<file path="src/rtl/denise_plane_serializer.sv">
// Bitplane serializer: per-plane holding registers feed 16-bit shifters whose
// MSBs form a colour select, optionally delayed through a scroll delay line.
module denise_plane_serializer #(
    parameter int DEPTH = 16
) (
    input  logic        clk,
    input  logic        reset,
    input  logic        clk7_en,
    input  logic        data_wr,
    input  logic [2:0]  plane_sel,
    input  logic [15:0] data_in,
    input  logic        load,
    input  logic        hires,
    input  logic        shres,
    input  logic [3:0]  nplanes,
    input  logic [3:0]  scroll,
    output logic [7:0]  select
);

    function automatic logic [3:0] sat_nplanes(input logic [3:0] n);
        return (n > 4'd8) ? 4'd8 : n;
    endfunction

    function automatic logic [15:0] shift_left(input logic [15:0] w);
        return {w[14:0], 1'b0};
    endfunction

    logic [1:0]  p;
    logic        phase_stall;
    logic        shift_en;
    logic        load_en;
    logic        wr_en;
    logic [3:0]  nplanes_eff;
    logic [15:0] holding [8];
    logic [15:0] shifter [8];
    logic [7:0]  raw_pixel;
    logic [7:0]  delay_line [DEPTH];
    logic [7:0]  tap;

    assign load_en = load && clk7_en;
    assign wr_en   = data_wr && clk7_en;

    // Phase counter: realigned by every clk7_en; parks at 3 if clk7_en stops
    always_ff @(posedge clk) begin
        if (reset) begin
            p <= 2'd0;
        end else if (clk7_en) begin
            p <= 2'd0;
        end else if (p != 2'd3) begin
            p <= p + 2'd1;
        end
    end

    // In steady state p==3 always coincides with clk7_en, so a missing
    // enable at p==3 means the 7MHz phase has stalled.
    always_comb begin
        phase_stall = (p == 2'd3) && !clk7_en;
        shift_en    = 1'b0;
        if (shres) begin
            shift_en = 1'b1;
        end else if (hires) begin
            shift_en = p[0] && !phase_stall;
        end else begin
            shift_en = (p == 2'd3) && !phase_stall;
        end
    end

    always_ff @(posedge clk) begin
        if (reset) begin
            for (int n = 0; n < 8; n++) holding[n] <= 16'h0000;
        end else if (wr_en) begin
            holding[plane_sel] <= data_in;
        end
    end

    // Load reads the pre-write holding value, so a same-edge write stays queued
    always_ff @(posedge clk) begin
        if (reset) begin
            for (int n = 0; n < 8; n++) shifter[n] <= 16'h0000;
        end else if (load_en) begin
            for (int n = 0; n < 8; n++) shifter[n] <= holding[n];
        end else if (shift_en) begin
            for (int n = 0; n < 8; n++) shifter[n] <= shift_left(shifter[n]);
        end
    end

    always_comb begin
        nplanes_eff = sat_nplanes(nplanes);
        raw_pixel   = 8'h00;
        for (int n = 0; n < 8; n++) begin
            raw_pixel[n] = shifter[n][15] && (n < int'(nplanes_eff));
        end
    end

    always_ff @(posedge clk) begin
        if (reset) begin
            for (int k = 0; k < DEPTH; k++) delay_line[k] <= 8'h00;
        end else if (shift_en) begin
            delay_line[0] <= raw_pixel;
            for (int k = 1; k < DEPTH; k++) delay_line[k] <= delay_line[k-1];
        end
    end

    always_comb begin
        tap = 8'h00;
        if (scroll == 4'd0) begin
            tap = raw_pixel;
        end else begin
            for (int k = 0; k < DEPTH; k++) begin
                if (int'(scroll) == k + 1) tap = delay_line[k];
            end
        end
    end

    // Output stage: one register between tap and the colour table
    always_ff @(posedge clk) begin
        if (reset) begin
            select <= 8'h00;
        end else begin
            select <= tap;
        end
    end

endmodule
</file>
<file path="config.mk">
export PLATFORM = sky130hd
export DESIGN_NAME = denise_plane_serializer
export DESIGN_NICKNAME = d
export VERILOG_FILES = /design/src/rtl/denise_plane_serializer.sv
export SDC_FILE = /design/constraint.sdc
export NUM_CORES = 1
export LEC_CHECK = 0
export ABC_AREA = 1
export BUFFER_PORTS_ARGS = -buffer_cell sky130_fd_sc_hd__buf_2
export CORE_MARGIN = 5
export CORE_UTILIZATION = 24
export DETAILED_ROUTE_END_ITERATION = 8
export HOLD_SLACK_MARGIN = 0.03
export MAX_ROUTING_LAYER = met4
export PLACE_DENSITY_LB_ADDON = 0.3
export SYNTH_ARGS = -nofsm -noshare
export SYNTH_HDL_FRONTEND = slang
export SYNTH_SLANG_ARGS = --single-unit
</file>
<file path="constraint.sdc">
create_clock -name clk -period 4.8 [get_ports clk]
set_input_delay 0.48 -clock clk [delete_from_list [all_inputs] [get_ports clk]]
set_output_delay 0.48 -clock clk [all_outputs]
set_load 0.02 [all_outputs]
</file>
Word-level counts from Yosys, hierarchy flattened
Memory sizes are Yosys's and may differ from the RTL's.
Index checks and enable logic that the tools add are counted.
Widths: inputs -> output; s select.
{ "op_classes": {"eq_ne": 17, "n_reduce_logical": 18, "n_addsub": 1, "n_mux": 68, "n_bitwise": 32, "n_lt_le_gt_ge": 9} }
{ "op_table": {"columns": ["cell", "n"], "rows": [
  ["$mux 16", 17],
  ["$mux 8", 32],
  ["$eq 4x4->1 const B", 8],
  ["$or 1x1->1", 32],
  ["$mux 1", 17],
  ["$eq 4x3->1 const B", 4],
  ["$lt 3x4->1 const A", 4],
  ["$reduce_or 16->1", 1],
  ["$logic_and 1x1->1", 13],
  ["$eq 4x2->1 const B", 2],
  ["$lt 1x4->1 const A", 2],
  ["$lt 2x4->1 const A", 2],
  ["$eq 4x1->1 const B", 1],
  ["$gt 4x4->1 const B", 1],
  ["$logic_not 4->1", 1],
  ["$mux 4", 1],
  ["$mux 3", 1],
  ["$add 2x1->2 const B", 1],
  ["$eq 2x2->1 const B", 1],
  ["$logic_not 1->1", 2],
  ["$ne 2x2->1 const B", 1],
  ["$reduce_or 2->1", 1]
]} }
{ "totals": {"ram_bits": 384, "register_bits": 10, "mem_count": 3, "inputBits": 34, "elab_cells": 150} }
{ "memory_table": {"columns": ["memory", "words", "width", "read_ports", "rd_clocked_by_memory_dff", "wr", "line_no", "text"], "rows": [
  ["delay_line", 16, 8, 15, 0, 16, "37", "logic [7:0] delay_line [DEPTH];"],
  ["holding", 8, 16, 8, 0, 8, "34", "logic [15:0] holding [8];"],
  ["shifter", 8, 16, 8, 0, 8, "35", "logic [15:0] shifter [8];"]
]} }

Depth between registers and ports, before layout
{ "logic_depth": {"ltp_word": 17, "ltp_mapped": 14} }

Worst setup path after synthesis
OpenSTA, ideal clock, no wires.
{ "synth_timing": {"kind": "register -> register", "start": "reg p[0]", "end": "mem delay_line[0][0], enable pin", "stages_incl_launch_ff": 8, "arrival_time_ns": 3.652, "path_slack_ns": 0.663, "period_less_slack_ns": 4.137, "setup_ns": 0.485, "cell_sequence": "dfxtp_1 ha_1 inv_1 o21ai_0 o21ai_1 nand2_2 inv_1 nand2_1"} }
{ "synth_lines": {"columns": ["item", "line_no", "text"], "rows": [
  ["from (decl)", "28", "logic [1:0] p;"],
  ["from (signal assigned)", "50", "p <= p + 2'd1;"],
  ["to (decl)", "37", null]
]} }

==> results by stage <==
Run status:
- The run finished with clean final reports.

Clock tree:
- The number of buffers added by the clock tree synthesis step is 40.
- CTS placed an instance of clkbuf_16 at the clock tree root.
- The quantity of hold-fixing buffers added after cts is 0.
- Buffers added to address setup during post-CTS repair amount to 0.
- Counting along the longest clock path gives a buffer depth of 3.
- After clock tree synthesis, the clock-pin slew on the worst setup and hold paths is 0.06 ns.
- The number of H-tree levels is 2.
- The number of sinks driven by the clock tree is 386.
- The number of gates resized after CTS was 0.
- TritonCTS built the clock tree.
- Clock latency on the worst-skew pair, taken at its later pin, is 0.56 ns.

Logic synthesis:
- The register bit count reported by yosys is 386.
- The synthesized netlist devotes 13.5% of its cell area to simple gates.
- Summing the areas of all compound-gate instances in the mapped netlist gives 8.16% of the synthesized area.
- Synthesis produced a netlist with a net count of 1326.
- The most numerous cell in the Yosys netlist is edfxtp_1.
- Summing the sequential cell areas from Yosys gives 72.7% of the chip area.
- The primary flip-flop cell chosen by synthesis mapping is edfxtp_1.
- The count of unique library cells instantiated by Yosys is 25.
- The largest family of logic cells by synthesized area is simple AND/OR/NAND/NOR gates.
- The commonest cells after synthesis are edfxtp_1 (372), nor2_1 (332), inv_1 (163), nand2_1 (162), a32o_1 (116).
- The post-synthesis share of cell area spent on xor and xnor gates is 0.0556%.
- The cell taking the most area after synthesis is edfxtp_1.
- The area fraction of the dominant cell type after synthesis is 70.9%.
- Sorting the synthesized cells by area gives the leading types as edfxtp_1 (71%), nor2_1 (7.9%), a32o_1 (7.4%).
- The number of warning messages in the yosys log is 0.
- The adder and majority gate portion of the synthesized area is 0.0794%.
- The number of cells produced by synthesis is 1291.
- A synthesized cell averages 12.2 um^2.
- The multiplexer area fraction after synthesis is 0%.
- The mapped netlist covers 15800 um^2.
- In the synthesized netlist the async set-or-reset flop fraction comes to 0%.
- Yosys mapped a number of flops with a built-in enable equal to 372.

Floorplan:
- The core region is 65400 um^2.
- The floorplan die area is 70900 um^2.
- The number of placement rows is 94.
- The die is 266 um wide.
- The chip height is 266 um.
- Once the floorplan was initialized, standard cells occupied 24.1% of the core.
- 42 I/O pins were placed.

Finish:
- Summing all flip-flop and latch instances after layout gives 11500 um^2.
- The share of layout cells above drive strength 1 is 9.85%.
- The number of cells in the finished layout apart from fillers is 2225.
- Compared with the post-synthesis result, the final layout area differs by 15.7%.
- At the end of the flow, the number of nets in the layout was 1363.
- The post-layout instance area is 18200 um^2.
- Fill cells in the final layout number 6814.
- The multi-input logic area is 3460 um^2.

Drt:
- Using the TritonRoute via totals, the vias-per-cell ratio works out to 4.40.
- The average detailed-routed wire length per instance is 16.9 um.
- The initial DRC count is 953.
- The count of unresolved DRC violations after routing is 0.
- Once detail routing completed, the nets flagged for antenna violations numbered 0.
- For this block, the routed nets add up to 37.5 mm of wire.
- The first TritonRoute pass finished after 5 iterations.
- The routed layout has 9785 vias.

Pwr:
- The clock network accounts for 40.7% of the total power.
- Combinational logic burns 5.8% of the power.
- In this run the power density over the cells is 415 nW/um^2.
- The maximum resistive drop on vdd is 0.224 mV.
- The internal portion of the total power is 5.82 mW.
- The sequential fraction of design power is 53.6%.
- The switching power of the nets is 1.75 mW.
- Of the total power, the share spent switching nets is 23.1%.
- The total leakage power is 6.78 nW.

Global routing:
- The number of antenna violations at the first check in global routing was 1.
- The residual overflow from global routing is 0.
- The number of global-route vias before repair is 9875.
- Entering global routing, the biggest net connects 81 pins.
- The first-pass GRT wire length is 58.1 mm.
- The all-layer global routing usage is 10.7%.

STA:
- The final-report hold violation count came to 0.
- The max-slew violation total from the final report is 0.
- The post-layout minimum cycle time is 2.93 ns.
- Clock skew on the completed layout was measured at 0.0229 ns.
- Setup repair after global routing left no endpoint under its margin.
- The setup TNS is 0 ns.
- The total of endpoints with negative setup slack in the final report is 0.
- Static timing analysis puts the maximum clock frequency at 342 MHz.
- The slew at the pin closest to its max-slew limit is 0.932 ns.
- The headroom to the max-slew limit is 37.7%.
- The share of the cycle needed by the critical path after routing is 61.0%.

Place:
- Detailed placement ended at an HPWL of 22.7 mm.
- In this run, placement finished with an instance count of 2150.
- In this run the cell area measured after placement is 16900 um^2.
- The count of buffers added on input and output ports is 41.
- At the end of routability-driven placement, the weighted congestion stood at 0.769.

Worst hold path:
- The min-delay analysis places its worst path in the category input port to flop.

Setup path:
- The data required time of the worst path is 4.97 ns.
- The startpoint type of the worst setup path is a flop.
- STA puts the critical path data arrival time at 3.09 ns.
- Along the worst path, the maximum fanout reaches 41.
- The class of the most critical setup path is flop to flop.
- STA classifies the critical path endpoint as a flop.

Flow run:
- Max-cap violations in this run came to 0.
==> layer usage <==
| layer | GRT usage, % | vias to the layer above | wire [um] |
|---|---|---|---|
| met4 | 2.77 | 0 | 771 |
| met3 | 1.99 | 56 | 2080 |
| met2 | 16.5 | 244 | 17200 |
| met1 | 14.7 | 4898 | 17400 |
| met5 | - | - | 0 |
| li1 | - | 4587 | - |
==> cells in the final DEF, fill, tap and decap left out, types with 13 or more instances in the layout <==
master	n
edfxtp_1	372
nor2_1	331
inv_1	163
nand2_1	158
a32o_1	116
clkbuf_16	41
buf_2	41
nand4_1	24
dfxtp_1	14
clkbuf_1	13
buf_4	13
==> path summary, 6_finish.rpt <==
kind,start,cells after the start,slack [ns],endpoint
hold / removal,clk7_en,3,0.36,p[0]$_SDFFE_PP0N_
setup reg to reg,p[0]$_SDFFE_PP0N_,8,1.87,delay_line[0][30]$_SDFFCE_PN0P_
setup / recovery,p[0]$_SDFFE_PP0N_,8,1.87,delay_line[0][30]$_SDFFCE_PN0P_
hold reg to reg,shifter[1][16]$_SDFFE_PP0P_,2,0.47,shifter[1][16]$_SDFFE_PP0P_
==> stage by stage <==
step / utilization, % / hold slack, ns / power (mW) / setup slack (ns)
finish: 27.9 / 0.360 / 7.56 / 1.87
global route: 27.9 / 0.344 / 7.87 / 1.58
CTS: 27.9 / 0.340 / 7.66 / 1.84
detailed placement: 25.9 / 0.460 / 4.57 / 1.70
global placement: 25.9 / 0.446 / 4.56 / 1.76
floorplan: - / 0.421 / 4.37 / 0.663
==> kinds of logic (layout without fill, tap and decap cells) <==
| group | Yosys count | after routing |
|---|---|---|
| simple gates | 537 | 537 |
| flops | 386 | 386 |
| buf+inv | 228 | 297 |
| compound gates | 138 | 138 |
| fa+ha+maj | 1 | 1 |
| xor+xnor | 1 | 1 |
| other cells | 0 | 1 |
==> worst max-delay path, cell delays in order, from the launching register on <==
cell and delay [ns]:
dfxtp_1 0.36, ha_1 0.22, inv_1 0.08, o21ai_0 0.16, o21ai_1 0.13, nand2_4 0.40
inv_1 0.27, nand2_4 0.34, buf_4 0.53
==> power groups by stage <==
stage          sequential, mW  combinational (mW)  clock [mW]
2_1_floorplan            4.10               0.274           0
3_3_place_gp             4.12               0.436           0
3_5_place_dp             4.13               0.443           0
4_1_cts                  4.06               0.444        3.16
5_1_grt                  4.08               0.485        3.31
6_report                 4.05               0.436        3.08
==> cell type report <==
type / count / share of cell area (%)
Sequential cell: 386 / 62.8
Clock inverter: 17 / 0.879
Tap cell: 864 / 5.93
Clock buffer: 57 / 6.12
Inverter: 168 / 3.46
Timing Repair Buffer: 55 / 1.77
Multi-Input combinational cell: 677 / 19.0
Antenna cell: 1 / 0.0137
==> registers in the layout, indices dropped and copies added, names as in the netlist <==
signal	count
delay_line	120
holding	128
p	2
select	8
shifter	128
No activity file was read; power rests on OpenSTA's default activity.
